[config.mk]
export PLATFORM = sky130hd
export DESIGN_NAME = instruction_fetch_unit
export DESIGN_NICKNAME = d
export VERILOG_FILES = /design/src/rtl/instruction_fetch_unit.sv
export SDC_FILE = /design/constraint.sdc
export NUM_CORES = 1
export LEC_CHECK = 0
export CAP_MARGIN = 20
export CORE_UTILIZATION = 40
export CTS_CLUSTER_SIZE = 12
export DETAILED_ROUTE_END_ITERATION = 16
export PLACE_DENSITY = 0.81
export SLEW_MARGIN = 25
export SYNTH_ARGS = -nofsm -noshare
export SYNTH_HDL_FRONTEND = slang
export SYNTH_SLANG_ARGS = --single-unit
[constraint.sdc]
create_clock -name clk -period 3 [get_ports clk]
set_input_delay 0.75 -clock clk [delete_from_list [all_inputs] [get_ports clk]]
set_output_delay 0.75 -clock clk [all_outputs]
set_load 0.02 [all_outputs]
[src/rtl/instruction_fetch_unit.sv]
// Fetches 32-bit instructions into a one-entry IF/ID buffer, with one memory request outstanding at most.
// Latency: request accepted in cycle N, response in N+1 or later, if_valid one cycle after the response.
// Backpressure: stall_if_id holds the buffer and blocks new requests while it is full; imem_ready gates acceptance.
module instruction_fetch_unit #(
  parameter logic [63:0] RESET_PC  = 64'h0,
  parameter logic [31:0] NOP_INSTR = 32'h00000013
) (
  input  logic        clk,
  input  logic        rst,
  input  logic        stall_if_id,
  input  logic        redirect_valid,
  input  logic [63:0] redirect_pc,
  output logic        imem_req,
  output logic [63:0] imem_addr,
  input  logic        imem_ready,
  input  logic        imem_rvalid,
  input  logic [31:0] imem_rdata,
  output logic [63:0] if_pc,
  output logic [31:0] if_instruction,
  output logic        if_valid,
  output logic        fetch_stall
);

  // REQ: may issue a request; WAIT: live response pending; DROP: response pending that must be discarded
  typedef enum logic [1:0] {
    ST_REQ  = 2'd0,
    ST_WAIT = 2'd1,
    ST_DROP = 2'd2
  } state_t;

  state_t      state;
  logic [63:0] pc;
  logic [63:0] out_pc;
  logic [31:0] out_instr;
  logic        out_valid;
  logic [63:0] redirect_target;
  logic        req_fire;

  // Redirect targets are word aligned; the low two bits are ignored
  assign redirect_target = {redirect_pc[63:2], 2'b00};

  // Request only when the buffer is free or is being drained this cycle, so a response always has a home
  always_comb begin
    imem_req = 1'b0;
    if (!rst && (state == ST_REQ) && (!out_valid || !stall_if_id)) begin
      imem_req = 1'b1;
    end
  end

  assign imem_addr      = pc;
  assign req_fire       = imem_req && imem_ready;
  assign if_pc          = out_pc;
  assign if_instruction = out_valid ? out_instr : NOP_INSTR;
  assign if_valid       = out_valid;
  assign fetch_stall    = !out_valid;

  // Fetch FSM, PC and output buffer; redirect overrides every other update
  always_ff @(posedge clk) begin
    if (rst) begin
      state     <= ST_REQ;
      pc        <= RESET_PC;
      out_pc    <= 64'h0;
      out_instr <= NOP_INSTR;
      out_valid <= 1'b0;
    end else begin
      // Downstream takes the held instruction; a refill below overrides this
      if (out_valid && !stall_if_id) begin
        out_valid <= 1'b0;
      end

      case (state)
        ST_REQ: begin
          // A response arriving here has no matching request and is ignored
          if (redirect_valid) begin
            pc        <= redirect_target;
            out_valid <= 1'b0;
            // If the old-address request was just accepted, its response must be thrown away
            state     <= req_fire ? ST_DROP : ST_REQ;
          end else if (req_fire) begin
            state <= ST_WAIT;
          end
        end

        ST_WAIT: begin
          if (redirect_valid) begin
            pc        <= redirect_target;
            out_valid <= 1'b0;
            // Data landing with the redirect is stale; otherwise it is still to come
            state     <= imem_rvalid ? ST_REQ : ST_DROP;
          end else if (imem_rvalid) begin
            out_pc    <= pc;
            out_instr <= imem_rdata;
            out_valid <= 1'b1;
            pc        <= pc + 64'd4;
            state     <= ST_REQ;
          end
        end

        ST_DROP: begin
          if (redirect_valid) begin
            pc        <= redirect_target;
            out_valid <= 1'b0;
          end
          // Leave only once the abandoned response has been swallowed; a same-cycle
          // redirect must not hold us here or nothing would ever release the FSM
          if (imem_rvalid) begin
            state <= ST_REQ;
          end
        end

        default: begin
          state <= ST_REQ;
        end
      endcase
    end
  end

endmodule

# [After elaboration in Yosys (flattened, before gate mapping)]
# Cells that the tools add are included.
[word_totals] reg_bits=163 inputBits=102 out_inout_bits=163 word_cells=43
[classes] n_addsub=1 n_eq_ne=5 muxes=18 bitwise_logic=1 reduce_logical=13
[op_table] operator="$mux 64" n=3
[op_table] operator="$pmux 64 s2" n=1
[op_table] operator="$add 64x3->64 const B" n=1
[op_table] operator="$mux 32" n=1
[op_table] operator="$mux 2" n=6
[op_table] operator="$ne 3x3->1 const B" n=2
[op_table] operator="$pmux 2 s3" n=1
[op_table] operator="$reduce_and 3->1" n=2
[op_table] operator="$mux 1" n=5
[op_table] operator="$logic_and 1x1->1" n=4
[op_table] operator="$logic_not 1->1" n=3
[op_table] operator="$eq 2x1->1 const B" n=1
[op_table] operator="$eq 2x2->1 const B" n=1
[op_table] operator="$logic_not 2->1" n=1
[op_table] operator="$ne 2x1->1 const B" n=1
[op_table] operator="$pmux 1 s2" n=1
[op_table] operator="$reduce_bool 2->1" n=1
[op_table] operator="$reduce_or 2->1" n=1
[op_table] operator="$logic_or 1x1->1" n=1
[op_table] operator="$not 1->1" n=1

# [Longest topological paths before layout]
[logic_depth] depth_word=8 depth_mapped=9 mapped_depth_nobuf=6

# [Worst setup path before layout]
# OpenSTA, ideal clock, no wires.
[synth_path] path_kind="input to output" startpoint="input port rst" endpoint="output port imem_req" arrival_time_ns=2.260 setup_slack_ns=-0.010 stages=3 n_path_buf=2 path_cell_list="clkbuf_1 clkbuf_1 a2111oi_0"
[synth_via] elab_chain_len=4
[synth_rtl] element="start, declared" line_no="9" source="input logic rst,"
[synth_rtl] element="$logic_not 1->1" line_no="45" source="if (!rst && (state == ST_REQ) && (!out_valid || !stall_if_id)) begin"
[synth_rtl] element="$logic_and 1x1->1 (2 in series)" line_no="45"
[synth_rtl] element="$mux 1" line_no="45"
[synth_rtl] element="end, declared" line_no="13" source="output logic imem_req,"
# No other way between the ends.

# [Worst setup path in the final report]
[layout_path] startpoint="register out_valid, in the netlist if_valid" endpoint="output port if_instruction[29]"
[layout_via] elab_chain_len=1
[layout_rtl] element="start, declared" line_no="35" source="logic out_valid;"
[layout_rtl] element="start signal, assigned" line_no="64" source="out_valid <= 1'b0;"
[layout_rtl] element="start signal, assigned" line_no="68" source="out_valid <= 1'b0;"
[layout_rtl] element="start signal, assigned" line_no="76" source="out_valid <= 1'b0;"
[layout_rtl] element="$mux 32" line_no="53" source="assign if_instruction = out_valid ? out_instr : NOP_INSTR;"
[layout_rtl] element="end, declared" line_no="19" source="output logic [31:0] if_instruction,"
# No other way between the ends.

==> results_dict.tcl <==
set metrics [dict create \
    outcome "finished, final reports clean" \
    holdBufCountCts 0 \
    cts_tree "built" \
    insertion_delay_ns 0.44 \
    drc 0 \
    setup_tns_ns 0 \
    slew_headroom_pct 49.2 \
    period_share_pct 90.5 \
    crit_path_end "if_instruction[29]" \
    hold_path.class "reg -> reg" \
    cts_inserted_buffers 17 \
    overflow 0 \
    period_needed_ns 2.72 \
    cts.sinks 159 \
    core-area_mm2 0.0190 \
    synth_cell_type_count 67 \
    grt_max_degree 156 \
    slew_viol_final 0 \
    place_area_mm2 0.0110 \
    routed_wire_length_per_instance_um 17.9 \
    skew_ns 0.0173 \
    rsz0062_at_grt "false" \
    synth-seq-area-share_pct 40.5 \
    fin_area_mm2 0.0116 \
    p_leak_nw 3.91 \
    ir_worst_vdd_uv 341 \
    die_h_um 142 \
    rows 50 \
    die-area_mm2 0.0202 \
    worst_slew_pin_slew_ns 0.762 \
    place_hpwl_um 19700 \
    p_per_area_mw_per_mm2 443 \
    worstSetupStartpoint "if_valid" \
    async_flop_share_pct 0 \
    place_congestion 0.873 \
    rrSetupSlack_ns 0.38 \
    hold_violations 0 \
    nets 1413 \
    yosys_warnings 0 \
    timing.rr.end "imem_addr[32]" \
    wl_um 28400 \
    first_iter_violations 800 \
    dr.pass1.iters 6 \
    clkTransAtPathRegs_ns 0.06 \
    maxCapViolations 0 \
    reg2reg_depth 6 \
    worstSetupEndpointType "output port" \
    via_count 9087 \
    avgSynthCellArea_um2 7.44 \
    syn_inst 1056 \
    clockBufferDepth 2 \
    start_util_pct 41.4 \
    antenna_found_initial 0 \
    area_growth_pct 47.7 \
    path_class "reg -> out" \
    setup_viol 0 \
    required_ns 2.25 \
    antenna_cells 0 \
    h-tree-depth 4 \
    drive_gt1_share_pct 9.08 \
    io_pins 265 \
    grt_pass1_wl_um 44300 \
    crit_fanout 33 \
    port_buffers 258 \
    grt_usage_pct 27.6 \
    die_w_um 142 \
    reg2reg_from "imem_addr[2]" \
    synth_edf_count 0 \
    arrival_ns 1.97 \
    first_global_vias 8628 \
    syn_area_mm2 0.00785 \
    layout_common_cells "nand2_1, clkdlybuf4s50_1, dfxtp_1" \
    ys_dominant_reg_cell "dfxtp_1" \
    postRouteAntennaNets 0 \
    viasPerCell 5.74 \
    fmax_mhz 368 \
    synth-seq-cells 159 \
    start_kind "flip-flop" \
    cts-root-buf "clkbuf_16" \
]
## logic make-up (layout without fill, tap and decap cells)
group / after synthesis / count (layout) / share of synthesized area (%)
simple gates: 498 / 498 / 30.5
buf+inv: 103 / 366 / 5.24
flops: 159 / 159 / 40.5
compound gates: 286 / 286 / 22.4
other cells: 1 / 4 / 0.0478
fa+ha+maj: 1 / 1 / 0.159
mux: 8 / 8 / 1.08
## worst min path at each step
stage | cells past startpoint | from | end | slack, ns
after floorplan | 2 | out_instr[0] | out_instr[0] | 0.43
after global placement | 2 | out_instr[30] | out_instr[30] | 0.44
after detailed placement | 2 | out_instr[7] | out_instr[7] | 0.44
after CTS | 2 | out_instr[18] | out_instr[18] | 0.45
after global routing | 2 | out_instr[18] | out_instr[18] | 0.47
final | 2 | out_instr[23] | out_instr[23] | 0.45
## area by class of cell
class	count	area, µm²
clock buffer	21	450
clock inverter	10	115
fill	1668	7360
inverter	12	45.0
multi-input combinational	797	4330
sequential	159	3180
tap	260	325
timing repair buffer	323	3150
## what timing repair did
action	in CTS	in global routing
endpoints found under the setup margin	0	1
buffers inserted	0	0
gates resized for setup	0	1
## where the power goes
part / switching, mW / internal (mW) / total, mW
combinational: 0.373 / 0.357 / 0.730
clock: 0.897 / 1.24 / 2.14
sequential: 0.0967 / 2.18 / 2.28
## cell usage after synthesis, types with 17 or more instances
cell	n	area [µm²]
clkbuf_1	76	285
dfxtp_1	159	3180
a21oi_1	133	666
nor2_1	37	139
nor4_1	20	125
o21ai_0	29	145
nand3_1	40	200
nand4_1	30	188
and2_1	35	219
a31oi_1	26	163
nand2_1	256	961
a22oi_1	17	128
## per-layer routing
layer	track usage (%)	vias up	wire length, µm
met4	11.5	0	722
met3	7.07	58	2810
met5	0	-	0
met1	33.9	4239	11500
li1	-	4292	-
met2	45.8	498	13300
## sequential cells by signal, summed over array words and instances, names as in the netlist
signal,count
if_pc,62
imem_addr,62
out_instr,32
state,2
if_valid,1
## critical path, stage by stage, from the launching register on
cell	delay (ns)
dfxtp_1	0.41
buf_4	0.31
and2_1	0.17
clkdlybuf4s50_1	0.64
## per-stage QoR
step                total power [mW]  worst slack [ns]  utilization [%]  instances  hold slack, ns
finish                          5.14             0.284             61.2       1582           0.448
global route                    5.31             0.238             61.2       1582           0.470
global placement                3.03           0.00294             58.2       1551           0.437
detailed placement              3.04           -0.0303             58.2       1551           0.443
CTS                             5.17           0.00105             61.2       1582           0.452
floorplan                       2.63             0.237                -       1059           0.432
Note: power is estimated with default switching activity, not from simulation.
